===== config.mk =====
export PLATFORM = sky130hd
export DESIGN_NAME = fpro_uart_bus_master_flat
export DESIGN_NICKNAME = d
export VERILOG_FILES = /design/src/rtl/fpro_uart_bus_master_if.sv /design/src/rtl/fpro_uart_bus_master.sv /design/src/flat_wrapper.sv
export SDC_FILE = /design/constraint.sdc
export NUM_CORES = 1
export LEC_CHECK = 0
export ABC_CLOCK_PERIOD_IN_PS = 2000
export CORE_MARGIN = 8
export CORE_UTILIZATION = 44
export DETAILED_ROUTE_END_ITERATION = 6
export PLACE_DENSITY_LB_ADDON = 0.08
export SETUP_SLACK_MARGIN = 0.2
export SLEW_MARGIN = 30
export SYNTH_ARGS = -nofsm -noshare
export SYNTH_HDL_FRONTEND = slang
export SYNTH_SLANG_ARGS = --single-unit
export TNS_END_PERCENT = 20

===== constraint.sdc =====
create_clock -name clk -period 2 [get_ports clk]
set_clock_uncertainty 0.05 [all_clocks]
set_input_delay 0.4 -clock clk [delete_from_list [all_inputs] [get_ports clk]]
set_output_delay 0.4 -clock clk [all_outputs]
set_load 0.03 [all_outputs]

===== src/rtl/fpro_uart_bus_master_if.sv =====
// Byte-stream and MMIO bus signals of the FPro UART bus master.
// The master modport is the bridge side; the slave modport is the UART/MMIO side.
interface fpro_uart_bus_master_if;
  logic [7:0]  rx_data;
  logic        rx_valid;
  logic        rx_ready;
  logic [7:0]  tx_data;
  logic        tx_valid;
  logic        tx_ready;
  logic        mmio_cs;
  logic        mmio_wr;
  logic        mmio_rd;
  logic [20:0] mmio_addr;
  logic [31:0] mmio_wr_data;
  logic [31:0] mmio_rd_data;
  logic        busy;

  modport master (
    input  rx_data, rx_valid, tx_ready, mmio_rd_data,
    output rx_ready, tx_data, tx_valid, mmio_cs, mmio_wr, mmio_rd,
           mmio_addr, mmio_wr_data, busy
  );

  modport slave (
    output rx_data, rx_valid, tx_ready, mmio_rd_data,
    input  rx_ready, tx_data, tx_valid, mmio_cs, mmio_wr, mmio_rd,
           mmio_addr, mmio_wr_data, busy
  );
endinterface


===== src/rtl/fpro_uart_bus_master.sv =====
// FPro MMIO bus initiator driven by a UART byte-stream command protocol.
// Frame: CMD, A2, A1, A0 [, D3, D2, D1, D0 for writes]; reply is ACK, NAK or 4 read bytes.
// Optional feature macro: BRIDGE_TIMEOUT_EN enables an inter-byte timeout that drops
// a partial frame after TIMEOUT_CYC idle cycles in the address/data phases.
module fpro_uart_bus_master #(
  parameter logic [7:0] CMD_WR      = 8'h57,
  parameter logic [7:0] CMD_RD      = 8'h52,
  parameter int         TIMEOUT_CYC = 100_000_000
) (
  input  logic                          clk,
  input  logic                          reset,
  fpro_uart_bus_master_if.master        bus
);

  localparam logic [2:0] S_IDLE = 3'd0;
  localparam logic [2:0] S_ADDR = 3'd1;
  localparam logic [2:0] S_DATA = 3'd2;
  localparam logic [2:0] S_BUS  = 3'd3;
  localparam logic [2:0] S_RESP = 3'd4;

  localparam logic [7:0] ACK = 8'h06;
  localparam logic [7:0] NAK = 8'h15;

  logic [2:0]  state;
  logic [1:0]  byte_cnt;
  logic        op_wr;
  logic [20:0] addr_sr;
  logic [31:0] wdata_sr;
  logic [31:0] resp_sr;
  logic [2:0]  resp_left;

  logic rx_open;
  logic in_frame;
  logic rx_fire;
  logic tx_vld;
  logic tx_fire;
  logic strobe;
  logic tmo_hit;

  // Outputs are forced low during the reset cycle so no strobe or byte escapes it.
  assign in_frame = (state == S_ADDR) || (state == S_DATA);
  assign rx_open  = !reset && ((state == S_IDLE) || in_frame);
  assign rx_fire  = rx_open && bus.rx_valid;
  assign tx_vld   = !reset && (state == S_RESP);
  assign tx_fire  = tx_vld && bus.tx_ready;
  assign strobe   = !reset && (state == S_BUS);

  assign bus.rx_ready     = rx_open;
  assign bus.tx_valid     = tx_vld;
  assign bus.tx_data      = tx_vld ? resp_sr[31:24] : 8'h00;
  assign bus.mmio_cs      = strobe;
  assign bus.mmio_wr      = strobe && op_wr;
  assign bus.mmio_rd      = strobe && !op_wr;
  assign bus.mmio_addr    = addr_sr;
  assign bus.mmio_wr_data = wdata_sr;
  assign bus.busy         = !reset && (state != S_IDLE);

`ifdef BRIDGE_TIMEOUT_EN
  localparam int TW = $clog2(TIMEOUT_CYC) + 1;
  logic [TW-1:0] tmo_cnt;

  // Inter-byte idle counter: runs only while a frame is being received.
  always_ff @(posedge clk) begin
    if (reset || rx_fire || !in_frame) tmo_cnt <= '0;
    else                               tmo_cnt <= tmo_cnt + 1'b1;
  end

  assign tmo_hit = in_frame && !rx_fire && (tmo_cnt == TW'(TIMEOUT_CYC - 1));
`else
  assign tmo_hit = 1'b0;
`endif

  // Frame parser, bus access sequencer and response serializer.
  always_ff @(posedge clk) begin
    if (reset) begin
      state     <= S_IDLE;
      byte_cnt  <= 2'd0;
      op_wr     <= 1'b0;
      addr_sr   <= '0;
      wdata_sr  <= '0;
      resp_sr   <= '0;
      resp_left <= 3'd0;
    end else begin
      case (state)
        S_IDLE: begin
          if (rx_fire) begin
            if ((bus.rx_data == CMD_WR) || (bus.rx_data == CMD_RD)) begin
              op_wr    <= (bus.rx_data == CMD_WR);
              byte_cnt <= 2'd0;
              state    <= S_ADDR;
            end else begin
              resp_sr   <= {NAK, 24'h0};
              resp_left <= 3'd1;
              state     <= S_RESP;
            end
          end
        end
        S_ADDR: begin
          if (tmo_hit) begin
            state <= S_IDLE;
          end else if (rx_fire) begin
            // Three shifts leave {A2[4:0], A1, A0}; A2[7:5] fall off the top.
            addr_sr <= {addr_sr[12:0], bus.rx_data};
            if (byte_cnt == 2'd2) begin
              byte_cnt <= 2'd0;
              state    <= op_wr ? S_DATA : S_BUS;
            end else begin
              byte_cnt <= byte_cnt + 2'd1;
            end
          end
        end
        S_DATA: begin
          if (tmo_hit) begin
            state <= S_IDLE;
          end else if (rx_fire) begin
            wdata_sr <= {wdata_sr[23:0], bus.rx_data};
            if (byte_cnt == 2'd3) begin
              byte_cnt <= 2'd0;
              state    <= S_BUS;
            end else begin
              byte_cnt <= byte_cnt + 2'd1;
            end
          end
        end
        S_BUS: begin
          resp_sr   <= op_wr ? {ACK, 24'h0} : bus.mmio_rd_data;
          resp_left <= op_wr ? 3'd1 : 3'd4;
          state     <= S_RESP;
        end
        S_RESP: begin
          if (tx_fire) begin
            resp_sr   <= {resp_sr[23:0], 8'h00};
            resp_left <= resp_left - 3'd1;
            if (resp_left == 3'd1) state <= S_IDLE;
          end
        end
        default: state <= S_IDLE;
      endcase
    end
  end

endmodule


===== src/flat_wrapper.sv =====
// flat-port wrapper written by rule: the top's interface ports become plain ports
module fpro_uart_bus_master_flat 
#(
  parameter logic [7:0] CMD_WR      = 8'h57,
  parameter logic [7:0] CMD_RD      = 8'h52,
  parameter int         TIMEOUT_CYC = 100_000_000
)
  (clk, reset, bus_rx_data, bus_rx_valid, bus_tx_ready, bus_mmio_rd_data, bus_rx_ready, bus_tx_data, bus_tx_valid, bus_mmio_cs, bus_mmio_wr, bus_mmio_rd, bus_mmio_addr, bus_mmio_wr_data, bus_busy);
  fpro_uart_bus_master_if bus_i ();
  input  logic clk;
  input  logic reset;
  input wire logic [$bits(bus_i.rx_data)-1:0] bus_rx_data;
  input wire logic [$bits(bus_i.rx_valid)-1:0] bus_rx_valid;
  input wire logic [$bits(bus_i.tx_ready)-1:0] bus_tx_ready;
  input wire logic [$bits(bus_i.mmio_rd_data)-1:0] bus_mmio_rd_data;
  output wire logic [$bits(bus_i.rx_ready)-1:0] bus_rx_ready;
  output wire logic [$bits(bus_i.tx_data)-1:0] bus_tx_data;
  output wire logic [$bits(bus_i.tx_valid)-1:0] bus_tx_valid;
  output wire logic [$bits(bus_i.mmio_cs)-1:0] bus_mmio_cs;
  output wire logic [$bits(bus_i.mmio_wr)-1:0] bus_mmio_wr;
  output wire logic [$bits(bus_i.mmio_rd)-1:0] bus_mmio_rd;
  output wire logic [$bits(bus_i.mmio_addr)-1:0] bus_mmio_addr;
  output wire logic [$bits(bus_i.mmio_wr_data)-1:0] bus_mmio_wr_data;
  output wire logic [$bits(bus_i.busy)-1:0] bus_busy;
  assign bus_i.rx_data = bus_rx_data;
  assign bus_i.rx_valid = bus_rx_valid;
  assign bus_i.tx_ready = bus_tx_ready;
  assign bus_i.mmio_rd_data = bus_mmio_rd_data;
  assign bus_rx_ready = bus_i.rx_ready;
  assign bus_tx_data = bus_i.tx_data;
  assign bus_tx_valid = bus_i.tx_valid;
  assign bus_mmio_cs = bus_i.mmio_cs;
  assign bus_mmio_wr = bus_i.mmio_wr;
  assign bus_mmio_rd = bus_i.mmio_rd;
  assign bus_mmio_addr = bus_i.mmio_addr;
  assign bus_mmio_wr_data = bus_i.mmio_wr_data;
  assign bus_busy = bus_i.busy;
  fpro_uart_bus_master #(.CMD_WR(CMD_WR), .CMD_RD(CMD_RD), .TIMEOUT_CYC(TIMEOUT_CYC)) u_core (.clk(clk), .reset(reset), .bus(bus_i));
endmodule

==> flow_summary.toml, run 1 <==
[outcome]
status = "complete, no violations"

[detailed_routing]
wl_per_cell_um = 15.2
drtAntennaViolNets = 0
drt_wl_total_um = 11700
drc = 0
vias = 3916
first_pass_iters = 4
drt_iter0_drc = 171
viasPerCell = 5.09

[clocking]
cts_sinks = 94
clkLatencyLatePin_ns = 0.36
path_clk_slew_ns = 0.10
root_buffer = "clkbuf_8"
cts_max_path_buffers = 2
htree_levels = 3
numCtsBuffers = 9
cts_tree = "yes"

[setup_path]
crit_path_max_fanout = 8
crit_top_cell = "buf_6"
worst_path_largest_cell_delay_ns = 0.40
path_class = "register to output port"
crit_chain = "buf_6 > a211oi_4 > buf_6 > buf_12"
startpoint_type = "register"
crit_arrival_ns = 1.47
cp_slowest_cell = "dfxtp_4"
critPathRequiredTime_ns = 1.55
critPathCaptureType = "output port"

[die]
ios = 111
die_y_um = 115
core_area_mm2 = 0.00964
die_w_um = 115
dieArea_mm2 = 0.0132
initial_core_util_pct = 44.8
row_count = 36

[place]
dpl.hpwl_um = 8430
placed_area_mm2 = 0.00568
portBuffers = 110
gp_congestion = 0.821

[grt]
globalRouteOverflowTotal = 0
antenna_found_initial = 0
grt_util_all_layers_pct = 17.4
grt_pass1_vias = 3846
grt_pass1_wl_um = 18700
grt_max_degree = 40

[synthesis]
postSynthAreaPerCell_um2 = 8.58
synth-edff-count = 0
synthArstFlopShare_pct = 0
syn-cell-area_mm2 = 0.00432
synthCells = 503
synth_top_area_share_pct = 43.6
ys.flop_type = "dfxtp_1"
synth.distinct_cells = 51
synth_fp_nets = 553
synth_area_leaders = "dfxtp_1 (44%), mux2i_1 (11%), nand2_1 (11%), a21oi_1 (5.6%), a22o_1 (4.1%)"
synth_area_leader_cell = "dfxtp_1"
synth-seq-area-share_pct = 43.6
ys_warn_count = 0
ys_seq_elements = 94

[layout]
drive_above_1_share_pct = 17.1
antenna_cells = 0
syn_to_final_growth_pct = 40.2
final_net_count = 682
post-route-cell-area_mm2 = 0.00605

[sta]
fmax_mhz = 522
setup_viol = 0
finalHoldViolations = 0
finalMaxSlewViolations = 0
finalCriticalPeriod_ns = 1.92
slew_headroom_pct = 71.3
max_slew.worst_pin.slew_ns = 0.430
rsz0062_at_grt = "yes"
finalCritPeriodShare_pct = 95.8

[power_and_ir_drop]
p_leak_nw = 2.82
totalPowerFinal_mw = 3.56
powerDensity_mw_per_mm2 = 588
ir_worst_vdd_mv = 0.402

[worst_hold_path]
hold_class = "register to register"

[job]
maxCapViolCount = 0
[final cells by class]
cell class	count	area [um^2]
Fill cell	902	3590
Multi-Input combinational cell	356	2210
Sequential cell	94	1890
Timing Repair Buffer	161	1560
Tap cell	133	166
Clock buffer	9	124
Clock inverter	7	63.8
Inverter	10	37.5
[registers in the layout, summed over array words and instances (netlist names)]
signal                   cells
u_core.op_wr                 1
u_core.byte_cnt              2
u_core.resp_left             3
u_core.bus.mmio_addr        21
u_core.bus.mmio_wr_data     32
u_core.resp_sr              32
u_core.state                 3
[metal layers]
metal  GRT usage (%)  vias up  wire, um
li1                -     1987         -
met1            22.4     1822      5420
met2            28.1      100      5460
met3            4.41        7       711
met4            5.08        0       109
met5               0        -         0
[worst paths after layout]
check | from | to | slack (ns) | cells after the start
worst max-delay path | u_core.state[1] | bus_rx_ready | 0.08 | 4
worst min-delay path | u_core.bus.mmio_wr_data[31] | u_core.bus.mmio_wr_data[31] | 0.41 | 2
worst max register to register | u_core.state[1] | u_core.byte_cnt[1] | 0.11 | 6
worst min register to register | u_core.bus.mmio_wr_data[31] | u_core.bus.mmio_wr_data[31] | 0.41 | 2
[where the power goes]
| group | total, mW | switching, mW | internal [mW] |
|---|---|---|---|
| logic | 0.438 | 0.213 | 0.226 |
| registers | 1.90 | 0.0135 | 1.88 |
| clock network | 1.22 | 0.746 | 0.478 |
| total | 3.56 | 0.972 | 2.59 |
[per-stage QoR]
stage               utilization, %  hold WS [ns]  instances  setup slack [ns]  TNS, ns
finish                        62.8         0.408        770            0.0843        0
global route                  62.8         0.427        770            0.0424        0
CTS                           62.2         0.410        769            0.0775        0
detailed placement            58.9         0.395        745            -0.377    -9.19
global placement              58.9         0.390        745            -0.365    -8.89
floorplan                        -         0.383        503            0.0699        0
[kinds of logic after synthesis]
group	count (synthesis)	share of synthesized area, %
adder cells (fa/ha/maj)	6	1.74
flip-flops	94	43.6
XOR/XNOR	3	0.783
AO/OA/AOI/OAI	105	16.0
buffers and inverters	53	6.58
AND/OR/NAND/NOR	194	20.1
multiplexers	48	11.2
[critical path, delay by kind of cell (launching register included)]
kind | cells | cell delay [ns]
buffers and inverters | 3 | 0.41
flip-flops | 1 | 0.40
AO/OA/AOI/OAI | 1 | 0.30
[cell usage in the layout (no fill, tap or decap), drive strengths merged, types with 5 or more instances in the layout]
cell           Yosys  routed
nand2            124     124
dfxtp             94      94
clkdlybuf4s50      0      76
buf               22      66
a21oi             48      48
mux2i             47      47
nor2              27      27
a22o              20      20
dlymetal6s2s       0      18
inv               10      12
o31ai             10      10
and3              10      10
clkbuf            21       9
o21ai              6       6
ha                 6       6
nand3              5       5
o211ai             5       5
[cells in the mapped netlist (2+ instances only)]
library cell and n:
a21oi_1 48, a22o_1 20, a22oi_1 3, a31oi_1 3
and2b_1 2, and3_1 10, buf_1 2, buf_12 2
buf_2 12, buf_4 2, buf_6 4, clkbuf_1 21
dfxtp_1 94, ha_1 6, inv_1 10, mux2i_1 47
nand2_1 124, nand2b_1 4, nand3_1 5, nor2_1 26
nor2b_1 3, nor3_1 4, nor3b_1 2, o211ai_1 5
o21ai_0 6, o311ai_0 2, o31ai_1 10, or4_1 2
xor2_1 2
[what timing repair did]
item / CTS / global route
gates resized for setup: 23 / 19
buffers inserted: 8 / 1
hold buffers: 0 / 0
endpoints found under the setup margin: 122 / 149
pin swaps: 5 / 2
Power figures use the tool's default switching activity.
==> run 2, diff against run 1 <==
--- a/config.mk
+++ b/config.mk
@@ -10,7 +10,7 @@
 export CORE_UTILIZATION = 44
 export DETAILED_ROUTE_END_ITERATION = 6
 export PLACE_DENSITY_LB_ADDON = 0.08
-export SETUP_SLACK_MARGIN = 0.2
+export SETUP_SLACK_MARGIN = 0.1
 export SLEW_MARGIN = 30
 export SYNTH_ARGS = -nofsm -noshare
 export SYNTH_HDL_FRONTEND = slang
==> run 2 against run 1 <==
Clock power increased by 4%. Sequential share of layout area decreased by 0.12 points. Final area up 0.37%. Setup slack improved by 0.0062 ns. Non-clock buffer count grew 3. Global-route usage decreased by 0.11 points. Utilization is 0.23 points higher. Critical path type unchanged.
==> flow_summary.toml, run 2 (synthesis results as in run 1) <==
[layout]
final_util_pct = 63.0
drive_above_1_share_pct = 16.6
final_net_count = 685
nFillCells = 888
stdcell_count = 773
layout_common_cells = "nand2_1 (123), dfxtp_1 (91), clkdlybuf4s50_1 (87), buf_4 (56), a21oi_1 (48)"
syn_to_final_growth_pct = 40.7
layout_commonest_cell = "nand2_1"
antenna_cells = 0

[grt]
use_met2_pct = 26.6
grt_max_degree = 37
grt_util_all_layers_pct = 17.3
grt_pass1_wl_um = 18500
grt_use_met3_pct = 6.57
globalRouteMet1Util_pct = 22.2
grt_pass1_vias = 3826
antenna_found_initial = 0
globalRouteOverflowTotal = 0
grt.busiest_layer = "met2"

[setup_path]
timing.rr.end = "u_core.resp_sr[20]"
critPathCaptureType = "output port"
path_class = "register to output port"
worst_path_largest_cell_delay_ns = 0.39
crit_arrival_ns = 1.46
crit_path_max_fanout = 8
ff2ff_path_depth = 6
r2r-start = "u_core.state[2]"
crit_family = "buffers and inverters"
crit_chain = "buf_8 > a211oi_4 > buf_6 > buf_12"
critPathRequiredTime_ns = 1.55
cp_num_buf_inv = 3
startpoint_type = "register"
r2r_slack_ns = 0.20
cp_slowest_cell = "dfxtp_4"

[power_and_ir_drop]
comb_power_share_pct = 12.0
powerDensity_mw_per_mm2 = 593
clkPwrFrac_pct = 35.4
power_frac_seq_pct = 52.6
totalPowerFinal_mw = 3.60
p_leak_nw = 2.64
internal-power_mw = 2.62
switching_power_uw = 980
swShare_pct = 27.2
ir_worst_vdd_mv = 0.255

[place]
place_ws_ns = -0.293
dpl.hpwl_um = 8400
portBuffers = 110
gp_congestion = 0.775
dp_cells = 747

[detailed_routing]
viasPerCell = 5.03
drc = 0
vias = 3888
drt_wl_total_um = 11500
first_pass_iters = 4
drt_iter0_drc = 179
wl_per_cell_um = 14.9
drtAntennaViolNets = 0

[die]
ios = 111
row_count = 36
dieArea_mm2 = 0.0132
die_y_um = 115
die_w_um = 115
core_area_mm2 = 0.00964
initial_core_util_pct = 44.8

[sta]
setup_slack_ns = 0.0905
rsz0062_at_grt = "yes"
finalMaxSlewViolations = 0
max_slew.worst_pin.slew_ns = 0.495
tns_ns = 0
finalCritPeriodShare_pct = 95.5
slew_headroom_pct = 66.7
fmax_mhz = 524
setup_viol = 0
finalCriticalPeriod_ns = 1.91
finalHoldViolations = 0

[worst_hold_path]
hp-start = "reset"
hold_depth = 2
hold_end = "u_core.resp_left[2]"
hold_class = "primary input to register"

[clocking]
root_buffer = "clkbuf_8"
clkLatencyLatePin_ns = 0.38
cts_tree = "yes"
cts_hold_buf = 0
cts_sinks = 94
path_clk_slew_ns = 0.10
htree_levels = 3
cts_max_path_buffers = 2
numCtsBuffers = 9

[outcome]
status = "complete, no violations"

[job]
maxCapViolCount = 0
-- run 2: power by group through the flow --
stage / clock [mW] / combinational [mW] / sequential [mW]
after floorplan: 0 / 0.223 / 1.94
after global placement: 0 / 0.405 / 1.94
after detailed placement: 0 / 0.409 / 1.94
after CTS: 1.30 / 0.421 / 1.90
after global routing: 1.38 / 0.466 / 1.90
final: 1.27 / 0.432 / 1.90
-- run 2: layout make-up --
class                           count  area [um^2]  share of cell area, %
Multi-Input combinational cell    356         2190                   36.1
Sequential cell                    94         1890                   31.2
Timing Repair Buffer              164         1580                   26.1
Tap cell                          133          166                   2.74
Clock buffer                       10          138                   2.27
Clock inverter                      6         63.8                   1.05
Inverter                           10         38.8                  0.639
-- run 2: worst max path at each step --
stage / startpoint / end / slack, ns / cells after the start
2_1_floorplan: u_core.state[0] / bus_tx_data[1] / 0.05 / 5
3_3_place_gp: bus_rx_data[1] / u_core.resp_sr[26] / -0.27 / 6
3_5_place_dp: bus_rx_data[5] / u_core.resp_sr[29] / -0.29 / 6
4_1_cts: u_core.state[2] / bus_mmio_rd / 0.06 / 4
5_1_grt: u_core.state[0] / bus_tx_data[0] / 0.03 / 4
6_report: u_core.state[0] / bus_rx_ready / 0.09 / 4
-- run 2: stage by stage --
step	area (um^2)	hold slack, ns
2_1_floorplan	4320	0.384
3_3_place_gp	5720	0.391
3_5_place_dp	5720	0.395
4_1_cts	5980	0.380
5_1_grt	6070	0.388
6_report	6070	0.392
-- run 2: per-layer routing --
metal	vias up	part of all wire (%)
li1	1986	-
met1	1804	47
met2	90	45
met3	8	7.4
met4	0	0.86
met5	-	0
-- run 2: timing repair --
item	4_1_cts	5_1_grt
cloned	0	0
endpoints found under the setup margin	30	77
pin swaps	1	3
resized for setup	16	14
setup buffers	4	6
==> run 3, diff against run 2 <==
--- a/config.mk
+++ b/config.mk
@@ -7,10 +7,11 @@
 export LEC_CHECK = 0
 export ABC_CLOCK_PERIOD_IN_PS = 2000
 export CORE_MARGIN = 8
-export CORE_UTILIZATION = 44
+export CORE_UTILIZATION = 35
 export DETAILED_ROUTE_END_ITERATION = 6
 export PLACE_DENSITY_LB_ADDON = 0.08
 export SETUP_SLACK_MARGIN = 0.1
+export SKIP_LAST_GASP = 1
 export SLEW_MARGIN = 30
 export SYNTH_ARGS = -nofsm -noshare
 export SYNTH_HDL_FRONTEND = slang
==> run 3 against run 2 <==
Final area up 2.1%. Critical path depth grew 1. Fmax shrank 0.83%. Sequential share of layout area decreased by 0.65 points. Global-route usage decreased by 2.6 points. Setup slack lost 0.016 ns. Die area increased by 22%. Total power rose by 12%. Utilization down 11 points. Flip-flop and latch count did not move. Critical endpoint unchanged. Highest routed layer unchanged.
==> flow_summary.toml, run 3 (synthesis results as in run 1) <==
[setup_path]
crit_arrival_ns = 1.48
startpoint_type = "register"
r2r_slack_ns = 0.20
crit_path_max_fanout = 8
crit_end = "bus_rx_ready"
critPathCaptureType = "output port"
critPathRequiredTime_ns = 1.55
ff2ff_path_depth = 7
r2r-start = "u_core.state[0]"
startpoint = "u_core.state[1]"
path_class = "register to output port"
timing.rr.end = "u_core.resp_sr[18]"

[clocking]
cts_tree = "yes"
cts_sinks = 94
clkLatencyLatePin_ns = 0.34
cts_max_path_buffers = 2
path_clk_slew_ns = 0.06
root_buffer = "clkbuf_16"
numCtsBuffers = 9
htree_levels = 3

[sta]
finalCritPeriodShare_pct = 96.3
max_slew.worst_pin.slew_ns = 0.552
rsz0062_at_grt = "yes"
tns_ns = 0
finalMaxSlewViolations = 0
fmax_mhz = 519
setup_viol = 0
finalCriticalPeriod_ns = 1.93
slew_headroom_pct = 63.2
finalHoldViolations = 0

[layout]
layout_common_cells = "nand2_1 (123), clkdlybuf4s50_1 (95), dfxtp_1 (91), buf_4 (51), a21oi_1 (48)"
drive_above_1_share_pct = 16.4
syn_to_final_growth_pct = 43.7
antenna_cells = 0
nFillCells = 1176
layout_commonest_cell = "nand2_1"
final_util_pct = 51.6
final_net_count = 685

[detailed_routing]
first_pass_iters = 4
vias = 3927
viasPerCell = 4.99
drt_wl_total_um = 11900
drtAntennaViolNets = 0
drt_iter0_drc = 197
wl_per_cell_um = 15.2
drc = 0

[grt]
use_met2_pct = 22.5
antenna_found_initial = 0
grt_use_met3_pct = 4.41
grt_pass1_vias = 3792
globalRouteMet1Util_pct = 19.0
globalRouteOverflowTotal = 0
grt_pass1_wl_um = 19200
grt.busiest_layer = "met2"
grt_util_all_layers_pct = 14.7
grt_max_degree = 54

[die]
die_w_um = 127
ios = 111
dieArea_mm2 = 0.0161
initial_core_util_pct = 35.9
row_count = 40
core_area_mm2 = 0.0120
die_y_um = 127

[place]
portBuffers = 110
gp_congestion = 0.833
dpl.hpwl_um = 8750

[power_and_ir_drop]
ir_worst_vdd_mv = 0.364
p_leak_nw = 2.56
powerDensity_mw_per_mm2 = 653

[worst_hold_path]
hold_class = "register to register"

[job]
maxCapViolCount = 0

[outcome]
status = "complete, no violations"
-- run 3: critical path, stage by stage (launching register included) --
cell	delay (ns)
dfxtp_4	0.39
buf_6	0.15
a211oi_4	0.25
buf_4	0.16
buf_6	0.09
buf_12	0.10
-- run 3: layout make-up --
cell class / count / area, um^2 / area share, %
Multi-Input combinational cell: 356 / 2200 / 35.4
Sequential cell: 94 / 1890 / 30.5
Clock inverter: 5 / 57.6 / 0.928
Inverter: 10 / 37.5 / 0.605
Clock buffer: 11 / 233 / 3.75
Timing Repair Buffer: 164 / 1600 / 25.8
Tap cell: 147 / 184 / 2.97
-- run 3: through the flow --
| stage | area [um^2] | power [mW] | setup slack [ns] | hold slack [ns] | std cells |
|---|---|---|---|---|---|
| 2_1_floorplan | 4320 | 2.16 | 0.0477 | 0.384 | 503 |
| 3_5_place_dp | 5740 | 2.36 | -0.362 | 0.395 | 758 |
| 3_3_place_gp | 5740 | 2.36 | -0.324 | 0.391 | 758 |
| 5_1_grt | 6200 | 4.23 | 0.0232 | 0.420 | 787 |
| 6_report | 6200 | 4.05 | 0.0745 | 0.402 | 787 |
| 4_1_cts | 6180 | 4.09 | 0.0671 | 0.405 | 787 |
-- run 3: worst min-delay path by stage --
stage / from / end / slack (ns) / cells past startpoint
after floorplan: u_core.resp_sr[27] / u_core.resp_sr[27] / 0.38 / 2
after global placement: u_core.bus.mmio_wr_data[29] / u_core.bus.mmio_wr_data[29] / 0.39 / 2
after detailed placement: u_core.bus.mmio_wr_data[27] / u_core.bus.mmio_wr_data[27] / 0.40 / 2
after CTS: u_core.bus.mmio_wr_data[27] / u_core.bus.mmio_wr_data[27] / 0.40 / 2
after global routing: u_core.bus.mmio_wr_data[29] / u_core.bus.mmio_wr_data[29] / 0.42 / 2
final: u_core.bus.mmio_wr_data[25] / u_core.bus.mmio_wr_data[25] / 0.40 / 2
-- run 3: power by group --
group | switching [mW] | internal [mW] | leakage, nW | total [mW]
clock network | 0.724 | 0.973 | 0.144 | 1.70
logic | 0.220 | 0.238 | 1.66 | 0.458
registers | 0.0122 | 1.88 | 0.760 | 1.90
-- run 3: what timing repair did --
action / 4_1_cts / 5_1_grt
hold buffers: 0 / 0
buffers inserted: 13 / 0
cloned: 0 / 0
gates resized for setup: 19 / 6
setup endpoints to repair: 39 / 38
pin swaps: 2 / 1
-- run 3: layer usage --
layer  vias up  wire length (um)
met5         -                 0
met4         0               160
met3         9               719
met2        77              5440
met1      1834              5620
li1       2007                 -
